===== src/rtl/uart_rx_os16.sv =====
// -----------------------------------------------------------------------------
// uart_rx_os16 -- 16x oversampling UART receiver (8N1, optional even parity)
//
// Receives LSB-first bytes from an asynchronous idle-high serial line. The
// line is sampled 16 times per bit. The start bit is confirmed at its middle.
// Each data bit, and the stop bit, is then sampled one bit period later.
// Completed bytes go into a one-entry holding register with a valid/ready
// handshake.
//
// Optional feature: define UART_RX_PARITY_EN to expect an even-parity bit
// after data bit 7. This also adds the parity_err output port.
//
// Parameters:
//   CLK_FREQ    system clock frequency in Hz
//   BAUD_RATE   line bit rate in bits/s
//
// Ports:
//   clk         system clock, rising edge
//   rst         synchronous active-high reset
//   rx          asynchronous serial input, idle high
//   rx_data     received byte, valid while rx_valid=1
//   rx_valid    holding register contains a byte
//   rx_ready    consumer accepts the byte when rx_valid=1 and rx_ready=1
//   frame_err   one-cycle pulse when the stop bit is sampled low
//   overrun     one-cycle pulse when a completed byte is dropped
//   parity_err  one-cycle pulse on parity mismatch (UART_RX_PARITY_EN only)
//   busy        high whenever the receiver is not idle
// -----------------------------------------------------------------------------
module uart_rx_os16 #(
   parameter int CLK_FREQ  = 1000000,
   parameter int BAUD_RATE = 9600
) (
   input  logic       clk,
   input  logic       rst,
   input  logic       rx,
   output logic [7:0] rx_data,
   output logic       rx_valid,
   input  logic       rx_ready,
   output logic       frame_err,
   output logic       overrun,
`ifdef UART_RX_PARITY_EN
   output logic       parity_err,
`endif
   output logic       busy
);

   localparam int DIV_RAW = CLK_FREQ / (BAUD_RATE * 16);
   localparam int DIV     = (DIV_RAW < 1) ? 1 : DIV_RAW;
   localparam int DIV_W   = (DIV > 1) ? $clog2(DIV) : 1;
   localparam logic [DIV_W-1:0] DIV_LAST = DIV_W'(DIV - 1);

   localparam logic [2:0] S_IDLE   = 3'd0;
   localparam logic [2:0] S_START  = 3'd1;
   localparam logic [2:0] S_DATA   = 3'd2;
`ifdef UART_RX_PARITY_EN
   localparam logic [2:0] S_PARITY = 3'd3;
`endif
   localparam logic [2:0] S_STOP   = 3'd4;

   logic             r_rx_meta;
   logic             r_rx_s;
   logic [DIV_W-1:0] r_div_cnt;
   logic             w_tick;

   logic [2:0]       r_state;
   logic [3:0]       r_os_cnt;
   logic [2:0]       r_bit_cnt;
   logic [7:0]       r_shift;
   logic             r_armed;
   logic [7:0]       r_rx_data;
   logic             r_rx_valid;
   logic             r_frame_err;
   logic             r_overrun;
   logic             r_busy;

   logic [2:0]       w_state_nx;
   logic [3:0]       w_os_nx;
   logic [2:0]       w_bit_nx;
   logic [7:0]       w_shift_nx;
   logic             w_armed_nx;
   logic             w_stop_ok;
   logic             w_stop_bad;
   logic             w_byte_ok;
   logic             w_accept;
   logic             w_deliver;

`ifdef UART_RX_PARITY_EN
   logic             r_par_bad;
   logic             r_parity_err;
   logic             w_par_bad_nx;
   logic             w_par_pulse;
`endif

   // Two-flop synchronizer; both stages reset to the idle (high) level
   always_ff @(posedge clk) begin
      if (rst) begin
         r_rx_meta <= 1'b1;
         r_rx_s    <= 1'b1;
      end else begin
         r_rx_meta <= rx;
         r_rx_s    <= r_rx_meta;
      end
   end

   // Free-running 16x baud tick divider, cleared only by reset
   always_ff @(posedge clk) begin
      if (rst) begin
         r_div_cnt <= '0;
      end else if (w_tick) begin
         r_div_cnt <= '0;
      end else begin
         r_div_cnt <= r_div_cnt + DIV_W'(1);
      end
   end

   assign w_tick = (r_div_cnt == DIV_LAST);

   // Receive FSM next-state logic; only tick cycles advance it
   always_comb begin
      w_state_nx = r_state;
      w_os_nx    = r_os_cnt;
      w_bit_nx   = r_bit_cnt;
      w_shift_nx = r_shift;
      w_armed_nx = r_armed;
      w_stop_ok  = 1'b0;
      w_stop_bad = 1'b0;
`ifdef UART_RX_PARITY_EN
      w_par_bad_nx = r_par_bad;
      w_par_pulse  = 1'b0;
`endif
      if (w_tick) begin
         case (r_state)
            S_IDLE: begin
               // A start edge is accepted only after the line was seen idle,
               // so a stuck-low line after a framing error cannot retrigger.
               if (r_armed && !r_rx_s) begin
                  w_state_nx = S_START;
                  w_os_nx    = 4'd0;
                  w_armed_nx = 1'b0;
`ifdef UART_RX_PARITY_EN
                  w_par_bad_nx = 1'b0;
`endif
               end else if (r_rx_s) begin
                  w_armed_nx = 1'b1;
               end else begin
                  w_armed_nx = r_armed;
               end
            end
            S_START: begin
               // Confirm the start bit at its middle; a high line is a glitch
               if (r_os_cnt == 4'd7) begin
                  w_os_nx = 4'd0;
                  if (!r_rx_s) begin
                     w_state_nx = S_DATA;
                     w_bit_nx   = 3'd0;
                  end else begin
                     w_state_nx = S_IDLE;
                  end
               end else begin
                  w_os_nx = r_os_cnt + 4'd1;
               end
            end
            S_DATA: begin
               // os_cnt wraps 15->0, so each bit sample is one bit period apart
               w_os_nx = r_os_cnt + 4'd1;
               if (r_os_cnt == 4'd15) begin
                  w_shift_nx = {r_rx_s, r_shift[7:1]};
                  if (r_bit_cnt == 3'd7) begin
                     w_bit_nx = 3'd0;
`ifdef UART_RX_PARITY_EN
                     w_state_nx = S_PARITY;
`else
                     w_state_nx = S_STOP;
`endif
                  end else begin
                     w_bit_nx = r_bit_cnt + 3'd1;
                  end
               end else begin
                  w_bit_nx = r_bit_cnt;
               end
            end
`ifdef UART_RX_PARITY_EN
            S_PARITY: begin
               w_os_nx = r_os_cnt + 4'd1;
               if (r_os_cnt == 4'd15) begin
                  // Even parity: the parity bit equals the XOR of the data bits
                  w_par_bad_nx = (r_rx_s != (^r_shift));
                  w_par_pulse  = (r_rx_s != (^r_shift));
                  w_state_nx   = S_STOP;
               end else begin
                  w_par_bad_nx = r_par_bad;
               end
            end
`endif
            S_STOP: begin
               w_os_nx = r_os_cnt + 4'd1;
               if (r_os_cnt == 4'd15) begin
                  w_state_nx = S_IDLE;
                  if (r_rx_s) begin
                     w_stop_ok = 1'b1;
                  end else begin
                     w_stop_bad = 1'b1;
                  end
               end else begin
                  w_state_nx = S_STOP;
               end
            end
            default: begin
               w_state_nx = S_IDLE;
               w_os_nx    = 4'd0;
               w_bit_nx   = 3'd0;
            end
         endcase
      end else begin
         w_state_nx = r_state;
      end
   end

`ifdef UART_RX_PARITY_EN
   assign w_byte_ok = !r_par_bad;
`else
   assign w_byte_ok = 1'b1;
`endif

   assign w_accept  = r_rx_valid & rx_ready;
   assign w_deliver = w_stop_ok & w_byte_ok;

   // FSM state, counters and shift register
   always_ff @(posedge clk) begin
      if (rst) begin
         r_state   <= S_IDLE;
         r_os_cnt  <= 4'd0;
         r_bit_cnt <= 3'd0;
         r_shift   <= 8'h00;
         r_armed   <= 1'b1;
         r_busy    <= 1'b0;
      end else begin
         r_state   <= w_state_nx;
         r_os_cnt  <= w_os_nx;
         r_bit_cnt <= w_bit_nx;
         r_shift   <= w_shift_nx;
         r_armed   <= w_armed_nx;
         r_busy    <= (w_state_nx != S_IDLE);
      end
   end

`ifdef UART_RX_PARITY_EN
   // Parity mismatch flag for the frame in progress and its error pulse
   always_ff @(posedge clk) begin
      if (rst) begin
         r_par_bad    <= 1'b0;
         r_parity_err <= 1'b0;
      end else begin
         r_par_bad    <= w_par_bad_nx;
         r_parity_err <= w_par_pulse;
      end
   end

   assign parity_err = r_parity_err;
`endif

   // Holding register: load on a good stop bit when empty or being drained;
   // otherwise the new byte is dropped and the stored byte is preserved.
   always_ff @(posedge clk) begin
      if (rst) begin
         r_rx_data   <= 8'h00;
         r_rx_valid  <= 1'b0;
         r_frame_err <= 1'b0;
         r_overrun   <= 1'b0;
      end else begin
         r_frame_err <= w_stop_bad;
         if (w_deliver && (!r_rx_valid || w_accept)) begin
            r_rx_data  <= r_shift;
            r_rx_valid <= 1'b1;
            r_overrun  <= 1'b0;
         end else if (w_deliver) begin
            r_rx_valid <= 1'b1;
            r_overrun  <= 1'b1;
         end else if (w_accept) begin
            r_rx_valid <= 1'b0;
            r_overrun  <= 1'b0;
         end else begin
            r_rx_valid <= r_rx_valid;
            r_overrun  <= 1'b0;
         end
      end
   end

   assign rx_data   = r_rx_data;
   assign rx_valid  = r_rx_valid;
   assign frame_err = r_frame_err;
   assign overrun   = r_overrun;
   assign busy      = r_busy;

endmodule


===== config.mk =====
export PLATFORM = sky130hd
export DESIGN_NAME = uart_rx_os16
export DESIGN_NICKNAME = d
export VERILOG_FILES = /design/src/rtl/uart_rx_os16.sv
export SDC_FILE = /design/constraint.sdc
export NUM_CORES = 1
export LEC_CHECK = 0
export ABC_AREA = 0
export ABC_CLOCK_PERIOD_IN_PS = 2100
export BUFFER_PORTS_ARGS = -buffer_cell sky130_fd_sc_hd__buf_2
export CAP_MARGIN = 30
export CORE_UTILIZATION = 35
export CTS_CLUSTER_DIAMETER = 50
export CTS_CLUSTER_SIZE = 40
export DETAILED_ROUTE_END_ITERATION = 8
export PLACE_DENSITY = 0.59
export SLEW_MARGIN = 20
export SYNTH_ARGS = -nofsm -noshare
export SYNTH_HDL_FRONTEND = slang
export SYNTH_SLANG_ARGS = --single-unit

===== constraint.sdc =====
create_clock -name clk -period 2.1 [get_ports clk]
set_input_delay 0.42 -clock clk [delete_from_list [all_inputs] [get_ports clk]]
set_output_delay 0.42 -clock clk [all_outputs]
set_load 0.01 [all_outputs]

==> results_dict.tcl, run 1 <==
set metrics [dict create \
    setup_viol 0 \
    post_drt_wl_per_cell_um 12.6 \
    relative_max_transition_margin_pct 67.7 \
    hold_viol 0 \
    die_x_um 69.4 \
    mappedNetlistArea_um2 1590 \
    largest_incremental_delay_on_the_critical_path_ps 390 \
    syn_avg_cell_area_um2 9.13 \
    synth_nets 183 \
    synth-compound-area-share_pct 14.7 \
    sequential_standard_cell_area_um2 721 \
    routed_wl_mm 3.11 \
    route.detailed.drc 0 \
    max_slew.worst_pin.slew_ps 484 \
    combinationalPowerShare_pct 2.8 \
    achievable-frequency_mhz 525 \
    power_leakage_nw 0.740 \
    fin_ws_ps 197 \
    place.port_buffers 15 \
    worst_clock_skew_ps 7.76 \
    design.core.area_um2 4350 \
    critPathKind "reg2reg" \
    cts-root-buf "sky130_fd_sc_hd__clkbuf_8" \
    die_height_um 69.4 \
    postSynth.asyncResetShare_pct 0 \
    power.switching_fraction_pct 20.8 \
    finalCriticalPeriod_ps 1900 \
    antenna_cells 0 \
    worstSkewPairLatency_ps 290 \
    yosysSeqAreaShare_pct 45.4 \
    fin_crit_sh_pct 90.6 \
    multi_input_comb_area_um2 806 \
    global_route.overflow_total 0 \
    timing.critical_path.fanout_max 7 \
    synthAdderAreaFrac_pct 4.57 \
    yosys.area.top_type_share_pct 45.4 \
    pre_cts_slack_ps 214 \
    clock_tree.buffer_depth 2 \
    synth_enable_flop_cells 0 \
    tritoncts "built" \
    first_iter_violations 88 \
    drtAntennaViolNets 0 \
    fp_rows 24 \
    rsz_0062_raised_after_global_routing "false" \
    power_density_nw_per_um2 722 \
    drt_pre_antenna_iters 4 \
    synthXorXnorAreaFrac_pct 0.552 \
    synth-main-ff-cell "sky130_fd_sc_hd__dfxtp_1" \
    synth_top_family_by_area "simple AND/OR/NAND/NOR gates" \
    critPathLaunchType "flop" \
    pin_count 16 \
    floorplan.initialDensity_pct 36.5 \
    post-dp-hpwl_mm 2.12 \
    grt_pass1_wl_mm 5.20 \
    maxCapViolations 0 \
    synth.ff_latch_count 36 \
    netlist-cell-type-count 38 \
    post_cts_hold_buffer_count 0 \
    layout_fillers 432 \
    power.ir.vdd_worst_mv 0.261 \
    post_cts.repair.setup_buffers 0 \
    vias_post_dr 1261 \
    cts_repair_resize_count 0 \
    clock-sinks 36 \
    cts-buffers-inserted 5 \
    cts_max_level 2 \
    setup.worst_path.end_class "flop" \
    post_synth_main_area_contributors "sky130_fd_sc_hd__dfxtp_1 (45%), sky130_fd_sc_hd__mux2i_1 (6.3%), sky130_fd_sc_hd__o21ai_0 (4.7%)" \
    slowest_cp_cell "sky130_fd_sc_hd__or4_1" \
    layout-drive-gt1-share_pct 19.5 \
    grt_antenna_before_repair 0 \
    critical-path-top-delay-family "simple AND/OR/NAND/NOR gates" \
    grt.total_usage_pct 13.6 \
    synth.mux.area_fraction_pct 6.30 \
    maximum_number_of_pins_on_one_net_before_global_route_repair 23 \
    critical_path_arrival_ps 2120 \
    die_area_um2 4810 \
    crit_buf_inv 1 \
    internal_power_w 0.00106 \
    drv_slew 0 \
    postSynthCellCount 174 \
    final_nets 203 \
    synth_top_area_cell "sky130_fd_sc_hd__dfxtp_1" \
    crit_required_ps 2320 \
    first_global_vias 1124 \
    status "finished clean" \
    switching_power_w 0.000277 \
    seq_power_share_pct 52.1 \
    clock_power_share_pct 45.1 \
    hold_class "in2reg" \
    timing.setup.tns_ps 0 \
    cp_cell_sequence "ha_1 > and4bb_2 > o311ai_0 > buf_4 > or4_1 > a21oi_1" \
    post_drt_via_cell_ratio 5.11 \
    syn_to_final_growth_pct 16.2 \
    synth_simple_gate_area_share_pct 24.7 \
    yosysWarningCount 0 \
    place_congestion 0.773 \
    worst_setup_hold_path_clk_slew_ps 70 \
]
[state kept, by name (all words and copies together) (netlist names)]
register	cells
r_os_cnt	4
r_state	3
rx_data	8
r_armed	1
frame_err	1
r_rx_s	1
r_shift	8
rx_valid	1
busy	1
overrun	1
r_div_cnt	3
r_bit_cnt	3
r_rx_meta	1
[per-layer routing]
metal	part of all wire, %	track usage [%]	routed length (um)	up-vias
met5	0	0	0	-
met4	1.6	6.80	50	0
met3	3.1	4.22	97	5
met2	41	19.0	1290	18
met1	54	18.8	1680	570
li1	-	-	-	668
[power by group through the flow]
stage	Sequential (W)	Clock, W	Combinational [W]
after global placement	0.000710	0	0.0000374
after global routing	0.000696	0.000643	0.0000430
after floorplan	0.000709	0	0.0000249
after CTS	0.000695	0.000618	0.0000379
after detailed placement	0.000711	0	0.0000377
final	0.000695	0.000600	0.0000373
[cell type report]
class	count	area share [%]
Sequential cell	36	39.1
Tap cell	52	3.53
Clock buffer	5	3.73
Multi-Input combinational cell	125	43.7
Timing Repair Buffer	22	6.92
Inverter	4	0.814
Clock inverter	3	2.31
[cell usage after synthesis, types with 3 or more instances]
cell and instances:
sky130_fd_sc_hd__o311ai_0 3, sky130_fd_sc_hd__clkbuf_1 3, sky130_fd_sc_hd__inv_1 4, sky130_fd_sc_hd__buf_2 4
sky130_fd_sc_hd__ha_1 5, sky130_fd_sc_hd__o21ai_0 15, sky130_fd_sc_hd__nand2_1 11, sky130_fd_sc_hd__or4_1 3
sky130_fd_sc_hd__nand3_1 14, sky130_fd_sc_hd__nor3_1 3, sky130_fd_sc_hd__mux2i_1 10, sky130_fd_sc_hd__nand2b_1 4
sky130_fd_sc_hd__dfxtp_1 36, sky130_fd_sc_hd__or3_1 3, sky130_fd_sc_hd__nor3b_1 3, sky130_fd_sc_hd__or2_2 3
sky130_fd_sc_hd__nor2_1 13, sky130_fd_sc_hd__a21oi_1 13
[metrics by stage]
stage	cells	util [%]	power [W]	instance area [um^2]	hold WS, ps
2_1_floorplan	174	-	0.000734	1590	389
3_3_place_gp	239	39.8	0.000748	1730	392
3_5_place_dp	239	39.8	0.000748	1730	400
4_1_cts	247	42.4	0.00135	1850	296
5_1_grt	247	42.4	0.00138	1850	296
6_report	247	42.4	0.00133	1850	310
[layout by cell type, fill, tap and decap left out, types with 3 or more instances in the layout]
master / count
sky130_fd_sc_hd__or3_1: 3
sky130_fd_sc_hd__buf_4: 7
sky130_fd_sc_hd__nor2_1: 13
sky130_fd_sc_hd__clkbuf_8: 5
sky130_fd_sc_hd__dfxtp_1: 36
sky130_fd_sc_hd__nand3_1: 14
sky130_fd_sc_hd__inv_1: 4
sky130_fd_sc_hd__nor3b_1: 3
sky130_fd_sc_hd__or4_1: 3
sky130_fd_sc_hd__nand2b_1: 4
sky130_fd_sc_hd__o311ai_0: 3
sky130_fd_sc_hd__ha_1: 5
sky130_fd_sc_hd__o21ai_0: 15
sky130_fd_sc_hd__buf_2: 15
sky130_fd_sc_hd__nor3_1: 3
sky130_fd_sc_hd__a21oi_1: 13
sky130_fd_sc_hd__nand2_1: 11
sky130_fd_sc_hd__or2_2: 3
sky130_fd_sc_hd__mux2i_1: 10
[final timing paths]
| path | cells past startpoint | startpoint | slack (ps) | end |
|---|---|---|---|---|
| worst max-delay path | 6 | r_os_cnt[0]$_SDFFE_PP0P_ | 200 | r_bit_cnt[0]$_SDFFE_PP0P_ |
| worst max register to register | 6 | r_os_cnt[0]$_SDFFE_PP0P_ | 200 | r_bit_cnt[0]$_SDFFE_PP0P_ |
| worst min register to register | 1 | r_rx_meta$_SDFF_PP1_ | 420 | r_rx_s$_SDFF_PP1_ |
| worst min-delay path | 2 | rx | 310 | r_rx_meta$_SDFF_PP1_ |
[cells by family after synthesis]
kind of cell / count (synthesis)
and+or+nand+nor: 69
AOI/OAI and AO/OA: 39
DFF: 36
buffers and inverters: 13
muxes: 10
adders and majority gates: 6
xor gates and xnor gates: 1
Power figures use the tool's default switching activity.
==> run 2, diff against run 1 <==
--- a/config.mk
+++ b/config.mk
@@ -6,7 +6,7 @@
 export NUM_CORES = 1
 export LEC_CHECK = 0
 export ABC_AREA = 0
-export ABC_CLOCK_PERIOD_IN_PS = 2100
+export ABC_CLOCK_PERIOD_IN_PS = 2300
 export BUFFER_PORTS_ARGS = -buffer_cell sky130_fd_sc_hd__buf_2
 export CAP_MARGIN = 30
 export CORE_UTILIZATION = 35
==> constraint.sdc (replaced) <==
create_clock -name clk -period 2.3 [get_ports clk]
set_input_delay 0.46 -clock clk [delete_from_list [all_inputs] [get_ports clk]]
set_output_delay 0.46 -clock clk [all_outputs]
set_load 0.01 [all_outputs]
==> results_dict.tcl, run 2 (synthesis gave the netlist of run 1 again) <==
set metrics [dict create \
    design_area_um2 1800 \
    largest_incremental_delay_on_the_critical_path_ps 680 \
    hold_viol 0 \
    vias_post_dr 1217 \
    critical_path_arrival_ps 2160 \
    fin_crit_sh_pct 87.2 \
    cts_max_level 2 \
    fp_rows 24 \
    setup_viol 0 \
    worst_setup_path_endpoint "rx_data[7]$_SDFFE_PP0P_" \
    relative_max_transition_margin_pct 63.6 \
    power_density_nw_per_um2 666 \
    worst_clock_skew_ps 4.36 \
    die_height_um 69.4 \
    achievable-frequency_mhz 499 \
    post_drt_wl_per_cell_um 12.3 \
    place_congestion 0.755 \
    min-delay-start "rx" \
    drtAntennaViolNets 0 \
    die_area_um2 4810 \
    maximum_number_of_pins_on_one_net_before_global_route_repair 33 \
    cp_cell_sequence "ha_1 > nand3_1 > or4b_1 > o21ai_0 > a21oi_1" \
    routed_wl_mm 2.97 \
    grt_antenna_before_repair 0 \
    global_route.overflow_total 0 \
    crit-reg2reg-launch "r_os_cnt[0]$_SDFFE_PP0P_" \
    whs_ps 358 \
    critPathLaunchType "flop" \
    drt_pre_antenna_iters 4 \
    timing.critical_path.from "r_os_cnt[0]$_SDFFE_PP0P_" \
    post_cts.repair.setup_buffers 0 \
    place.port_buffers 15 \
    crit_required_ps 2450 \
    die_x_um 69.4 \
    design.core.area_um2 4350 \
    ff2ff_setup_slack_ps 290 \
    worst_r2r_endpoint "rx_data[7]$_SDFFE_PP0P_" \
    syn_to_final_growth_pct 13.6 \
    drv_slew 0 \
    power.ir.vdd_worst_mv 0.183 \
    setup.worst_path.end_class "flop" \
    finalCriticalPeriod_ps 2010 \
    final_nets 198 \
    layout-drive-gt1-share_pct 16.8 \
    post_drt_via_cell_ratio 5.03 \
    cts_repair_resize_count 0 \
    route.detailed.drc 0 \
    rsz_0062_raised_after_global_routing "false" \
    worst_setup_hold_path_clk_slew_ps 70 \
    clock_tree.buffer_depth 2 \
    antenna_cells 0 \
    clock-sinks 36 \
    grt.total_usage_pct 13.7 \
    r2r.worst_path.cells 5 \
    slowest_cp_cell "sky130_fd_sc_hd__or4b_1" \
    status "finished clean" \
    placed_area_um2 1700 \
    cts-buffers-inserted 5 \
    layout_commonest_cell "sky130_fd_sc_hd__dfxtp_1" \
    tritoncts "built" \
    worstSkewPairLatency_ps 280 \
    timing.setup.tns_ps 0 \
    most-common-layout-cells "sky130_fd_sc_hd__dfxtp_1 (36), sky130_fd_sc_hd__o21ai_0 (15), sky130_fd_sc_hd__buf_2 (15)" \
    timing.critical_path.fanout_max 10 \
    hold_class "in2reg" \
    first_iter_violations 88 \
    grt_pass1_wl_mm 5.34 \
    cts-root-buf "sky130_fd_sc_hd__clkbuf_8" \
    maxCapViolations 0 \
    total_power_w 0.00120 \
    pin_count 16 \
    power_leakage_nw 0.716 \
    floorplan.initialDensity_pct 36.5 \
    first_global_vias 1170 \
    max_slew.worst_pin.slew_ps 546 \
    critPathKind "reg2reg" \
    post_cts_hold_buffer_count 0 \
    post-dp-hpwl_mm 2.05 \
]
==> run 2: cell types whose count changed in the layout (fill, tap and decap cells not counted), sizes merged <==
cell	previous run	this run
buf	22	17
clkbuf	5	6
clkinvlp	1	0
==> run 2: through the flow <==
step	std cells	setup WS, ps	utilization, %
2_1_floorplan	174	527	-
3_3_place_gp	234	356	39.0
4_1_cts	242	288	41.4
5_1_grt	242	49.9	41.4
3_5_place_dp	234	293	39.0
6_report	242	295	41.4
==> run 2: layer usage <==
metal	up-vias	global-route usage, %	wire length, um
li1	654	-	-
met1	540	19.1	1610
met2	17	19.5	1200
met3	6	4.22	107
met4	0	5.44	52
met5	-	0	0
==> run 2: layout make-up <==
type                            count  area (um^2)
Multi-Input combinational cell    125          806
Clock buffer                        6         72.6
Timing Repair Buffer               17         90.1
Clock inverter                      2         35.0
Sequential cell                    36          721
Fill cell                         433         2550
Inverter                            4         15.0
Tap cell                           52         65.1
==> run 2: worst max-delay path, delay by kind of cell (launching register included) <==
family,cells,cell delay [ps]
AND/OR/NAND/NOR,2,920
adder cells (fa/ha/maj),1,290
AO/OA/AOI/OAI,2,290
flip-flops,1,370
==> run 2: how the worst min path moves through the flow <==
stage          cells past startpoint  slack (ps)                   end
2_1_floorplan                      1         390     r_rx_s$_SDFF_PP1_
3_3_place_gp                       1         390     r_rx_s$_SDFF_PP1_
3_5_place_dp                       1         400     r_rx_s$_SDFF_PP1_
4_1_cts                            2         350  r_rx_meta$_SDFF_PP1_
5_1_grt                            2         360  r_rx_meta$_SDFF_PP1_
6_report                           2         360  r_rx_meta$_SDFF_PP1_
==> run 2: where the power goes <==
part           internal (W)  leakage [nW]  switching (W)
Clock              0.000321        0.0552       0.000216
Combinational     0.0000102         0.370      0.0000196
Sequential         0.000630         0.291     0.00000471
Total              0.000961         0.716       0.000240
==> run 3, diff against run 2 <==
--- a/config.mk
+++ b/config.mk
@@ -14,6 +14,7 @@
 export CTS_CLUSTER_SIZE = 40
 export DETAILED_ROUTE_END_ITERATION = 8
 export PLACE_DENSITY = 0.59
+export SETUP_SLACK_MARGIN = 0.5
 export SLEW_MARGIN = 20
 export SYNTH_ARGS = -nofsm -noshare
 export SYNTH_HDL_FRONTEND = slang
==> results_dict.tcl, run 3 (synthesis gave the netlist of run 1 again) <==
set metrics [dict create \
    status "finished clean" \
    whs_ps 359 \
    post_drt_via_cell_ratio 5.11 \
    most-common-layout-cells "sky130_fd_sc_hd__dfxtp_1 (31), sky130_fd_sc_hd__buf_2 (15), sky130_fd_sc_hd__o21ai_0 (14)" \
    design.core.area_um2 4350 \
    pin_count 16 \
    drtAntennaViolNets 0 \
    critical_path_arrival_ps 1890 \
    relative_max_transition_margin_pct 63.6 \
    power.ir.vdd_worst_mv 0.183 \
    layout_fillers 428 \
    antenna_cells 0 \
    pre_cts_slack_ps 293 \
    post_layout_nonfiller_instances 245 \
    cts-buffers-inserted 5 \
    finalCriticalPeriod_ps 1720 \
    r2r.worst_path.cells 5 \
    die_height_um 69.4 \
    post_cts_hold_buffer_count 0 \
    worst_setup_hold_path_clk_slew_ps 70 \
    syn_to_final_growth_pct 18.4 \
    cts_max_level 2 \
    placed_area_um2 1700 \
    vias_post_dr 1251 \
    critical-path-top-delay-family "simple AND/OR/NAND/NOR gates" \
    route.detailed.drc 0 \
    layout_commonest_cell "sky130_fd_sc_hd__dfxtp_1" \
    number_of_stages_on_the_worst_setup_path 5 \
    critPathKind "reg2reg" \
    crit_buf_inv 0 \
    achievable-frequency_mhz 582 \
    setup_viol 0 \
    layout-drive-gt1-share_pct 24.4 \
    place_congestion 0.755 \
    first_global_vias 1168 \
    worst_clock_skew_ps 3.64 \
    dpl.cell_count 234 \
    maxCapViolations 0 \
    slowest_cp_cell "sky130_fd_sc_hd__or4_1" \
    clock_tree.buffer_depth 2 \
    largest_incremental_delay_on_the_critical_path_ps 510 \
    maximum_number_of_pins_on_one_net_before_global_route_repair 33 \
    hold_class "in2reg" \
    design_area_um2 1880 \
    cp_cell_sequence "ha_2 > nand2_2 > o21bai_2 > or4_1 > o311ai_0" \
    die_area_um2 4810 \
    post-dp-hpwl_mm 2.05 \
    fin_crit_sh_pct 74.7 \
    routed_wl_mm 2.98 \
    drv_slew 0 \
    floorplan.initialDensity_pct 36.5 \
    holdPathStages 2 \
    crit_required_ps 2470 \
    cts-root-buf "sky130_fd_sc_hd__clkbuf_8" \
    rsz_0062_raised_after_global_routing "true" \
    max_slew.worst_pin.slew_ps 546 \
    place.port_buffers 15 \
    grt.total_usage_pct 13.6 \
    fp_rows 24 \
    fin_ws_ps 582 \
    worstSkewPairLatency_ps 280 \
    post_drt_wl_per_cell_um 12.2 \
    global_route.overflow_total 0 \
    power_density_nw_per_um2 639 \
    setup.worst_path.end_class "flop" \
    die_x_um 69.4 \
    final_nets 201 \
    timing.setup.tns_ps 0 \
    grt_pass1_wl_mm 5.30 \
    clock-sinks 36 \
    grt_antenna_before_repair 0 \
    critPathLaunchType "flop" \
    timing.critical_path.fanout_max 8 \
    drt_pre_antenna_iters 4 \
    hold_viol 0 \
    power_leakage_nw 0.733 \
    tritoncts "built" \
    first_iter_violations 97 \
]
## run 3: cell count changes in the layout (fill, tap and decap cells not counted), sizes merged
| cell | before | now |
|---|---|---|
| buf | 17 | 20 |
## run 3: final cells by class
cell class              instances  area, um^2  share of cell area [%]
clock inverters                 2        35.0                    1.86
multi-input cells             125         838                    44.6
clock buffers                   6        72.6                    3.86
flip-flops and latches         36         729                    38.8
repair buffers                 20         125                    6.65
well taps                      52        65.1                    3.46
inverters                       4        15.0                   0.798
## run 3: through the flow
step                power, W  util [%]
floorplan           0.000670         -
global placement    0.000679      39.0
detailed placement  0.000679      39.0
CTS                  0.00122      42.6
global route         0.00125      43.2
finish               0.00120      43.2
## run 3: what timing repair did
action,CTS,global route
setup endpoints to repair,21,21
gates cloned,0,0
gates resized for setup,8,8
pin swaps,1,0
setup buffers,1,2
## run 3: worst paths after layout
check	startpoint	end	slack, ps
max	r_div_cnt[0]$_SDFF_PP0_	r_os_cnt[2]$_SDFFE_PP0P_	580
max reg2reg	r_div_cnt[0]$_SDFF_PP0_	r_os_cnt[2]$_SDFFE_PP0P_	580
min	rx	r_rx_meta$_SDFF_PP1_	360
min reg2reg	r_rx_meta$_SDFF_PP1_	r_rx_s$_SDFF_PP1_	410
## run 3: report_power, final
group          switching (W)  internal [W]   total, W
clock               0.000216      0.000321   0.000538
sequential        0.00000490      0.000628   0.000633
combinational      0.0000201     0.0000110  0.0000311
## run 3: metal layers
layer	GRT usage [%]	vias to the layer above	share of wire, %
met1	19.0	561	53
met2	19.4	21	41
met5	0	-	0
li1	-	663	-
met4	5.44	0	1.7
met3	4.22	6	3.8
